<file path="config.mk">
export PLATFORM = sky130hd
export DESIGN_NAME = bcd_alu_sequencer
export DESIGN_NICKNAME = d
export VERILOG_FILES = /design/src/rtl/bcd_alu_sequencer.sv
export SDC_FILE = /design/constraint.sdc
export NUM_CORES = 1
export LEC_CHECK = 0
export CELL_PAD_IN_SITES_DETAIL_PLACEMENT = 1
export CELL_PAD_IN_SITES_GLOBAL_PLACEMENT = 1
export CORE_UTILIZATION = 30
export DETAILED_ROUTE_END_ITERATION = 8
export PLACE_DENSITY = 0.67
export SLEW_MARGIN = 0
export SYNTH_ARGS = -nofsm -noshare
export SYNTH_HDL_FRONTEND = slang
export SYNTH_SLANG_ARGS = --single-unit
export TNS_END_PERCENT = 1
</file>
<file path="constraint.sdc">
create_clock -name clock -period 5.2 [get_ports clock]
set_clock_uncertainty 0.2 [all_clocks]
set_input_delay 1.04 -clock clock [delete_from_list [all_inputs] [get_ports clock]]
set_output_delay 1.04 -clock clock [all_outputs]
set_load 0.01 [all_outputs]
</file>
<file path="src/rtl/bcd_alu_sequencer.sv">
// bcd_alu_sequencer: multi-cycle signed 3-digit BCD calculator core.
// Captures two BCD operands and an operator on execute, computes the result
// in binary (single-cycle add/sub, 10-step shift-add multiply or restoring
// divide), range-checks it, then converts the magnitude back to BCD with a
// 10-step double-dabble before presenting it for one DONE cycle.
module bcd_alu_sequencer #(
    parameter int WIDTH      = 20,
    parameter int CONV_STEPS = 10
) (
    input  logic       clock,
    input  logic       reset,
    input  logic       clear,
    input  logic       execute,
    input  logic [1:0] op_code,
    input  logic [3:0] a_bcd1,
    input  logic [3:0] a_bcd10,
    input  logic [3:0] a_bcd100,
    input  logic       a_neg,
    input  logic [3:0] b_bcd1,
    input  logic [3:0] b_bcd10,
    input  logic [3:0] b_bcd100,
    input  logic       b_neg,
    output logic [3:0] res_bcd1,
    output logic [3:0] res_bcd10,
    output logic [3:0] res_bcd100,
    output logic       res_neg,
    output logic       error,
    output logic       busy,
    output logic       done
);

    typedef enum logic [2:0] {
        S_IDLE,
        S_ARITH,
        S_ITER,
        S_CHECK,
        S_CONV,
        S_DONE
    } state_t;

    localparam logic [3:0] LAST_STEP = 4'(CONV_STEPS - 1);

    state_t            state;
    logic [3:0]        cnt;
    logic [1:0]        op;
    logic [9:0]        a_mag;
    logic [9:0]        b_mag;
    logic              a_sgn;
    logic              b_sgn;
    logic              bad_digit;
    logic [WIDTH-1:0]  acc;
    logic [WIDTH-1:0]  mcand;
    logic [9:0]        mplier;
    logic [9:0]        rem;
    logic [9:0]        quo;
    logic [9:0]        mag;
    logic [11:0]       bcd;
    logic              res_sign;

    logic [9:0]        a_conv;
    logic [9:0]        b_conv;
    logic              bad_conv;
    logic [WIDTH-1:0]  a_val;
    logic [WIDTH-1:0]  b_val;
    logic [10:0]       rem_shift;
    logic              rem_fits;
    logic [WIDTH-1:0]  chk_mag;
    logic              chk_neg;
    logic              chk_err;
    logic [11:0]       bcd_next;

    // Add 3 to every BCD nibble that is 5 or more, ahead of the next shift.
    function automatic logic [11:0] dabble_adjust(input logic [11:0] v);
        logic [11:0] r;
        r = v;
        for (int i = 0; i < 3; i++) begin
            if (r[4*i +: 4] >= 4'd5) begin
                r[4*i +: 4] = r[4*i +: 4] + 4'd3;
            end
        end
        return r;
    endfunction

    // Convert live operand digits to binary magnitudes and flag non-decimal digits.
    always_comb begin
        a_conv   = {6'd0, a_bcd100} * 10'd100 + {6'd0, a_bcd10} * 10'd10 + {6'd0, a_bcd1};
        b_conv   = {6'd0, b_bcd100} * 10'd100 + {6'd0, b_bcd10} * 10'd10 + {6'd0, b_bcd1};
        bad_conv = (a_bcd1 > 4'd9) | (a_bcd10 > 4'd9) | (a_bcd100 > 4'd9) |
                   (b_bcd1 > 4'd9) | (b_bcd10 > 4'd9) | (b_bcd100 > 4'd9);
    end

    // Signed two's-complement views of the captured operands for add/subtract.
    always_comb begin
        a_val = {{(WIDTH-10){1'b0}}, a_mag};
        b_val = {{(WIDTH-10){1'b0}}, b_mag};
        if (a_sgn) a_val = -a_val;
        if (b_sgn) b_val = -b_val;
    end

    // One restoring-division step: shift the next dividend bit into the remainder.
    always_comb begin
        rem_shift = {rem, quo[9]};
        rem_fits  = rem_shift >= {1'b0, b_mag};
    end

    // Result magnitude, sign and error decision evaluated in CHECK.
    always_comb begin
        chk_mag = '0;
        chk_neg = 1'b0;
        case (op)
            2'b00, 2'b01: begin
                chk_neg = acc[WIDTH-1];
                chk_mag = acc[WIDTH-1] ? -acc : acc;
            end
            2'b10: begin
                chk_neg = a_sgn ^ b_sgn;
                chk_mag = acc;
            end
            default: begin
                chk_neg = a_sgn ^ b_sgn;
                chk_mag = {{(WIDTH-10){1'b0}}, quo};
            end
        endcase
        chk_err = bad_digit | (chk_mag > WIDTH'(999)) | ((op == 2'b11) && (b_mag == 10'd0));
    end

    // Next double-dabble value: adjust nibbles, then shift in the magnitude MSB.
    always_comb begin
        bcd_next = 12'({dabble_adjust(bcd), mag[9]});
    end

    // Sequencer FSM with all datapath registers and registered outputs.
    always_ff @(posedge clock or posedge reset) begin
        if (reset) begin
            state      <= S_IDLE;
            cnt        <= '0;
            op         <= '0;
            a_mag      <= '0;
            b_mag      <= '0;
            a_sgn      <= 1'b0;
            b_sgn      <= 1'b0;
            bad_digit  <= 1'b0;
            acc        <= '0;
            mcand      <= '0;
            mplier     <= '0;
            rem        <= '0;
            quo        <= '0;
            mag        <= '0;
            bcd        <= '0;
            res_sign   <= 1'b0;
            res_bcd1   <= '0;
            res_bcd10  <= '0;
            res_bcd100 <= '0;
            res_neg    <= 1'b0;
            error      <= 1'b0;
            busy       <= 1'b0;
            done       <= 1'b0;
        end else if (clear) begin
            state      <= S_IDLE;
            cnt        <= '0;
            res_bcd1   <= '0;
            res_bcd10  <= '0;
            res_bcd100 <= '0;
            res_neg    <= 1'b0;
            error      <= 1'b0;
            busy       <= 1'b0;
            done       <= 1'b0;
        end else begin
            done <= 1'b0;
            case (state)
                S_IDLE: begin
                    if (execute) begin
                        op        <= op_code;
                        a_mag     <= a_conv;
                        b_mag     <= b_conv;
                        a_sgn     <= a_neg;
                        b_sgn     <= b_neg;
                        bad_digit <= bad_conv;
                        acc       <= '0;
                        mcand     <= {{(WIDTH-10){1'b0}}, a_conv};
                        mplier    <= b_conv;
                        rem       <= '0;
                        quo       <= a_conv;
                        cnt       <= '0;
                        busy      <= 1'b1;
                        state     <= op_code[1] ? S_ITER : S_ARITH;
                    end
                end
                S_ARITH: begin
                    acc   <= op[0] ? (a_val - b_val) : (a_val + b_val);
                    state <= S_CHECK;
                end
                S_ITER: begin
                    if (op[0]) begin
                        rem <= rem_fits ? 10'(rem_shift - {1'b0, b_mag}) : rem_shift[9:0];
                        quo <= {quo[8:0], rem_fits};
                    end else begin
                        if (mplier[0]) acc <= acc + mcand;
                        mcand  <= mcand << 1;
                        mplier <= mplier >> 1;
                    end
                    cnt <= cnt + 4'd1;
                    if (cnt == LAST_STEP) begin
                        cnt   <= '0;
                        state <= S_CHECK;
                    end
                end
                S_CHECK: begin
                    if (chk_err) begin
                        res_bcd1   <= '0;
                        res_bcd10  <= '0;
                        res_bcd100 <= '0;
                        res_neg    <= 1'b0;
                        error      <= 1'b1;
                        done       <= 1'b1;
                        state      <= S_DONE;
                    end else begin
                        mag      <= chk_mag[9:0];
                        res_sign <= chk_neg && (chk_mag != '0);
                        bcd      <= '0;
                        cnt      <= '0;
                        state    <= S_CONV;
                    end
                end
                S_CONV: begin
                    bcd <= bcd_next;
                    mag <= mag << 1;
                    cnt <= cnt + 4'd1;
                    if (cnt == LAST_STEP) begin
                        cnt        <= '0;
                        res_bcd1   <= bcd_next[3:0];
                        res_bcd10  <= bcd_next[7:4];
                        res_bcd100 <= bcd_next[11:8];
                        res_neg    <= res_sign;
                        error      <= 1'b0;
                        done       <= 1'b1;
                        state      <= S_DONE;
                    end
                end
                S_DONE: begin
                    busy  <= 1'b0;
                    state <= S_IDLE;
                end
                default: begin
                    state <= S_IDLE;
                end
            endcase
        end
    end

endmodule

</file>
Word-level counts from Yosys, hierarchy flattened

Cells that the tools add are included.

Input bits: 32
Output and inout port bits: 16
Word-level logic and storage cells: 173
Memories kept: 0
Memory bits (read-only): 0
Bits in writable memories: 0
Register bits after elaboration: 141
Latch bits: 0

Magnitude comparators: 11
Multiplexer cells: 67
Multiply operators: 4
Shifts and indexed selects: 0
Add/sub/neg operators: 15
Divide/modulo/power cells: 0
Bitwise operators: 10
Reductions and logical operators: 24
Equality and inequality tests: 19

Operators by type and width:

| operator                                                                | number |
|---|---|
| 20-bit two-way mux                                                      | 9 |
| 10-bit two-way mux                                                      | 8 |
| 10-bit case mux with 2 select lines                                     | 4 |
| 20-bit case mux with 2 select lines                                     | 2 |
| 20-bit case mux with 3 select lines                                     | 1 |
| 4-bit two-way mux                                                       | 13 |
| 20-bit adder                                                            | 2 |
| 10-bit negation with 20-bit output                                      | 2 |
| 4-bit > comparator (second input constant)                              | 6 |
| 12-bit case mux with 2 select lines                                     | 1 |
| 4-bit case mux with 2 select lines                                      | 3 |
| 10-bit by 4-bit adder with 10-bit output                                | 2 |
| 10-bit by 8-bit adder with 10-bit output                                | 2 |
| 20-bit by 10-bit > comparator with 1-bit output (second input constant) | 1 |
| 20-bit negation                                                         | 1 |
| 20-bit nonzero test                                                     | 1 |
| 20-bit subtractor                                                       | 1 |
| 3-bit AND reduction                                                     | 6 |
| 4-bit by 5-bit multiplier with 8-bit output (second input constant)     | 2 |
| 3-bit two-way mux                                                       | 5 |
| 3-bit != test (second input constant)                                   | 5 |
| 3-bit case mux with 5 select lines                                      | 1 |
| 4-bit by 3-bit multiplier with 7-bit output (second input constant)     | 2 |
| 1-bit two-way mux                                                       | 13 |
| 31 further kinds                                                        | 57 |

Logic depth before layout (Yosys ltp)

Depth after elaboration: 9
Gate-level depth with buffers: 20

Least setup slack after synthesis

OpenSTA, ideal clock, no wires.

Path type: register to register
Start point: reg b_mag[4]
End point: reg acc[18]
Setup time: 120 ps
Required time: 4880 ps
Arrival: 4415 ps
Slack: 465 ps
Period minus slack after synthesis: 4735 ps
Stages on the path, launching flop included: 19
Cell sequence: dfrtp_1 nor4_1 nand2_1 or3_1 a211oi_1 a21oi_1 o32a_1 o22a_1 o22a_1 ha_1 and3_1 o211a_1 a221oi_1 o21ai_0 o41ai_1 o21ai_0 xnor2_1 o22ai_1 a31o_2

Longest elaborated chain between the ends: 5
Elaborated cells on any way between the ends: 6
Classes of those cells: 3 x add/sub; 3 x mux

RTL lines:

| item                                              | line | RTL |
|---|---|---|
| from (decl)                                       | 47   | `logic [9:0] b_mag;` |
| from (signal assigned)                            | 175  | `b_mag <= b_conv;` |
| 10-bit negation with 20-bit output                | 97   | `if (b_sgn) b_val = -b_val;` |
| 20-bit two-way mux (*)                            | 97   |  |
| 20-bit adder or 20-bit subtractor (tied branches) | 190  | `acc <= op[0] ? (a_val - b_val) : (a_val + b_val);` |
| 20-bit two-way mux (*)                            | 190  |  |
| 20-bit case mux with 3 select lines (*)           | 170  | `case (state)` |
| to (signal assigned)                              | 190  |  |
| to (signal assigned)                              | 198  | `if (mplier[0]) acc <= acc + mcand;` |
| to (decl)                                         | 51   | `logic [WIDTH-1:0] acc;` |

Every way passes the cells marked *; elsewhere a longest branch is shown, timed or not.
A chain may end at the register's enable or synchronous reset.

Worst setup path in the final report

Start point: reg b_mag[2]
End point: reg acc[18]

The elaborated chain is that of the path after synthesis.

==> metrics.txt <==
first-iteration detailed-routing DRC count roughly 430; # IOs 48; Worst Max-Slew Pin Slew 1010 ps; internal power roughly 0.0044 W; Clock Pin Slew Worst Setup and Hold Paths 60 ps; CP peak stage delay approximately 470 ps; setup TNS 0 ps; Synth area leaders dfrtp_1, ha_1, nand2_1; Ant. Diodes 0; Post-route DRC 2; Worst VDD drop 0.000312 V; H-tree Lvls 4; Pins Over Slew Limit 0; Core Area 0.0376 mm^2; Buf+Inv Stages, Crit Path 1; Power per Cell Area about 650 mW/mm^2; Comb pwr share about three fifths; CTS Sinks 141; initial core utilization slightly above 30%; Required @ worst endpoint between 5000 and 6000 ps; post-synth top area share a little under a third; nets@finish ~1.5k; Clk pwr share 14.6%; Die Span Y slightly below 200 um; vias in the first global route ~10k; Post-synth top cells nand2_1, dfrtp_1, ha_1; Overflow after GRT 0; P_sw ~0.0041 W; Rows a little over 70; die area ~0.039 mm^2; FF+latch count, synth around 140; critical path cell sequence nor3_1, buf_4, nand2_1, or3_1, a211oi_1, a21oi_1, o32a_1, o22a_1, o22a_1, ha_1, and3_1, o211a_1, a221oi_2, o21ai_1, o41ai_2, o21ai_0, xnor2_1, o22ai_1, a31o_2; hpwl dp 25.6 mm; die width slightly below 200 um; vias per inst between 5 and 6; Startpoint Class flop; Synth Net Count approximately 1.5k; synthesized instance count roughly 1.3k; CTS buffer count 17; drt pass-1 iters 6; fraction of registers with async set/reset 100%; maximum fanout along the worst path 7; fillers 4428; Cell variety after synth 76; failing checks design-rule violations; predominant post-synthesis flop cell dfrtp_1; sw frac approximately 48%; Flop pwr share between 20% and 30%; most frequent cell after synthesis nand2_1; Fin. Hold Viols 0; Setup-failing EPs final 0; status finished, violations left; CTS root buffer clkbuf_16; max_cap viols 0; Synth area leader dfrtp_1; Ys Warns 0; P&R area growth vs syn 15.3%; Post-DRT Antenna Nets 0; clk buf depth 2; Post-CTS Hold Fix Bufs 0; R2R setup slack roughly 310 ps; Tcrit/Tclk final a little over nine tenths; EDFF count, synth 0; Leakage 5.85 nW; Clock Latency Late Sink 430 ps; critical path class reg -> reg; Vias 9995; CP max-delay cell dfrtp_1; post-synthesis sequential area ratio between 30 and 40%; layout cell share with drive strength beyond 1 7.59%; first-pass GRT wire length about 56 mm; CTS tree done; routed len/inst about 18 um; Post-Route WL about 34 mm; fmax 205 MHz; initial antenna violation count 0; Area after DPL approximately 0.013 mm^2; fin crit period a little under 5000 ps; final instance area around 0.013 mm^2; IO buf count 47; CP arrival between 5000 and 6000 ps; Hold WC Path Type reg -> reg; Cell Area, Synth between 0.01 and 0.015 mm^2; Crit path max-delay family compound AO/OA/AOI/OAI gates; RSZ-0062 raised after global routing no; Critical Path End Type flop; pin count of the biggest net entering global routing between 100 and 150; Syn Area/Cell about 8.6 um^2; GPL Wtd Cong roughly 0.85; most used cell, CP o22a_1; Rel. slew slack 32.6%; GRT Total Usage 17.9%
worst paths after layout:
path	start	to	cells past startpoint
max in group asynchronous	reset	mcand[17]	3
min in group asynchronous	reset	mag[6]	2
max reg2reg	b_mag[2]	acc[18]	19
max	b_mag[2]	acc[18]	19
min	mplier[9]	mplier[9]	1
min reg2reg	mplier[9]	mplier[9]	1
sequential cells by signal, summed over array words and instances (netlist names), 2 cells and up:
signal / cells
a_mag: 10
acc: 20
b_mag: 10
bcd: 12
cnt: 4
mag: 10
mcand: 20
mplier: 10
op: 2
quo: 10
rem: 10
res_bcd1: 4
res_bcd10: 4
res_bcd100: 4
state: 3
layer usage:
layer  GRT usage, %  part of all wire (%)  vias to the layer above
met5              0                     0                        -
met1           23.7                    48                     4952
met4           5.63                   1.8                        0
met2           30.3                    48                      123
li1               -                     -                     4886
met3           2.03                   2.1                       34
worst reg2reg max path: cells and delay by family, from the launching register on:
kind                       cells  cell delay, ps
DFF                            1             470
AOI/OAI and AO/OA             12            2520
and+or+nand+nor                4             880
xor gates and xnor gates       1             180
buffers and inverters          1             180
adders and majority gates      1             370
cell families after synthesis:
kind of cell	after synthesis	synth area share [%]
xor+xnor	90	6.90
compound gates	405	23.6
fa+ha+maj	124	14.4
mux	26	2.31
simple gates	408	17.1
flops	141	30.9
buf+inv	142	4.83
power groups by stage:
stage               registers (W)  clock network (W)  logic [W]
floorplan                 0.00176                  0    0.00393
global placement          0.00200                  0    0.00508
detailed placement        0.00201                  0    0.00519
CTS                       0.00200            0.00128    0.00524
global route              0.00207            0.00133    0.00589
finish                    0.00200            0.00125    0.00529
cell usage in the layout, fill, tap and decap left out, types with 5 or more instances in the layout:
cell type	n
o31ai_1	24
a21oi_1	100
a21boi_0	7
o211a_1	5
xnor2_1	63
or3_1	11
o22ai_1	6
ha_1	110
a21o_1	24
o21bai_1	9
inv_1	79
nand2b_1	23
nand2_1	152
o221a_2	10
nand3_1	26
a221oi_1	17
a31o_2	8
nor4_1	8
nor3b_1	5
a211oi_1	17
a31oi_1	11
nor3_1	34
and2_1	5
mux2i_1	23
o211ai_1	11
dfrtp_1	141
nor2b_1	20
and3_1	10
nand4_1	9
fa_1	13
buf_4	28
o21a_1	13
xor2_1	27
clkdlybuf4s50_1	47
clkbuf_16	17
nor2_1	84
inv_6	5
o21ai_0	94
what timing repair did:
item	CTS	global route
endpoints found under the setup margin	0	3
resized for setup	0	7
setup buffers	0	2
final cells by class:
class	instances	area [um^2]	area share, %
sequential	141	3530	26.8
tap	511	639	4.85
clock inverter	14	156	1.19
timing repair buffer	76	701	5.32
inverter	82	313	2.37
clock buffer	18	429	3.26
multi-input combinational	1053	7410	56.2
through the flow:
stage          hold slack (ps)  setup slack [ps]  power (W)  utilization (%)  std cells
2_1_floorplan              249               179    0.00569                -       1336
3_3_place_gp               265               260    0.00708             33.4       1861
3_5_place_dp               271               112    0.00720             33.4       1861
4_1_cts                    285              55.7    0.00852             34.9       1893
5_1_grt                    322              41.5    0.00928             35.1       1895
6_report                   279               312    0.00854             35.1       1895
Note: power is estimated with default switching activity, not from simulation.
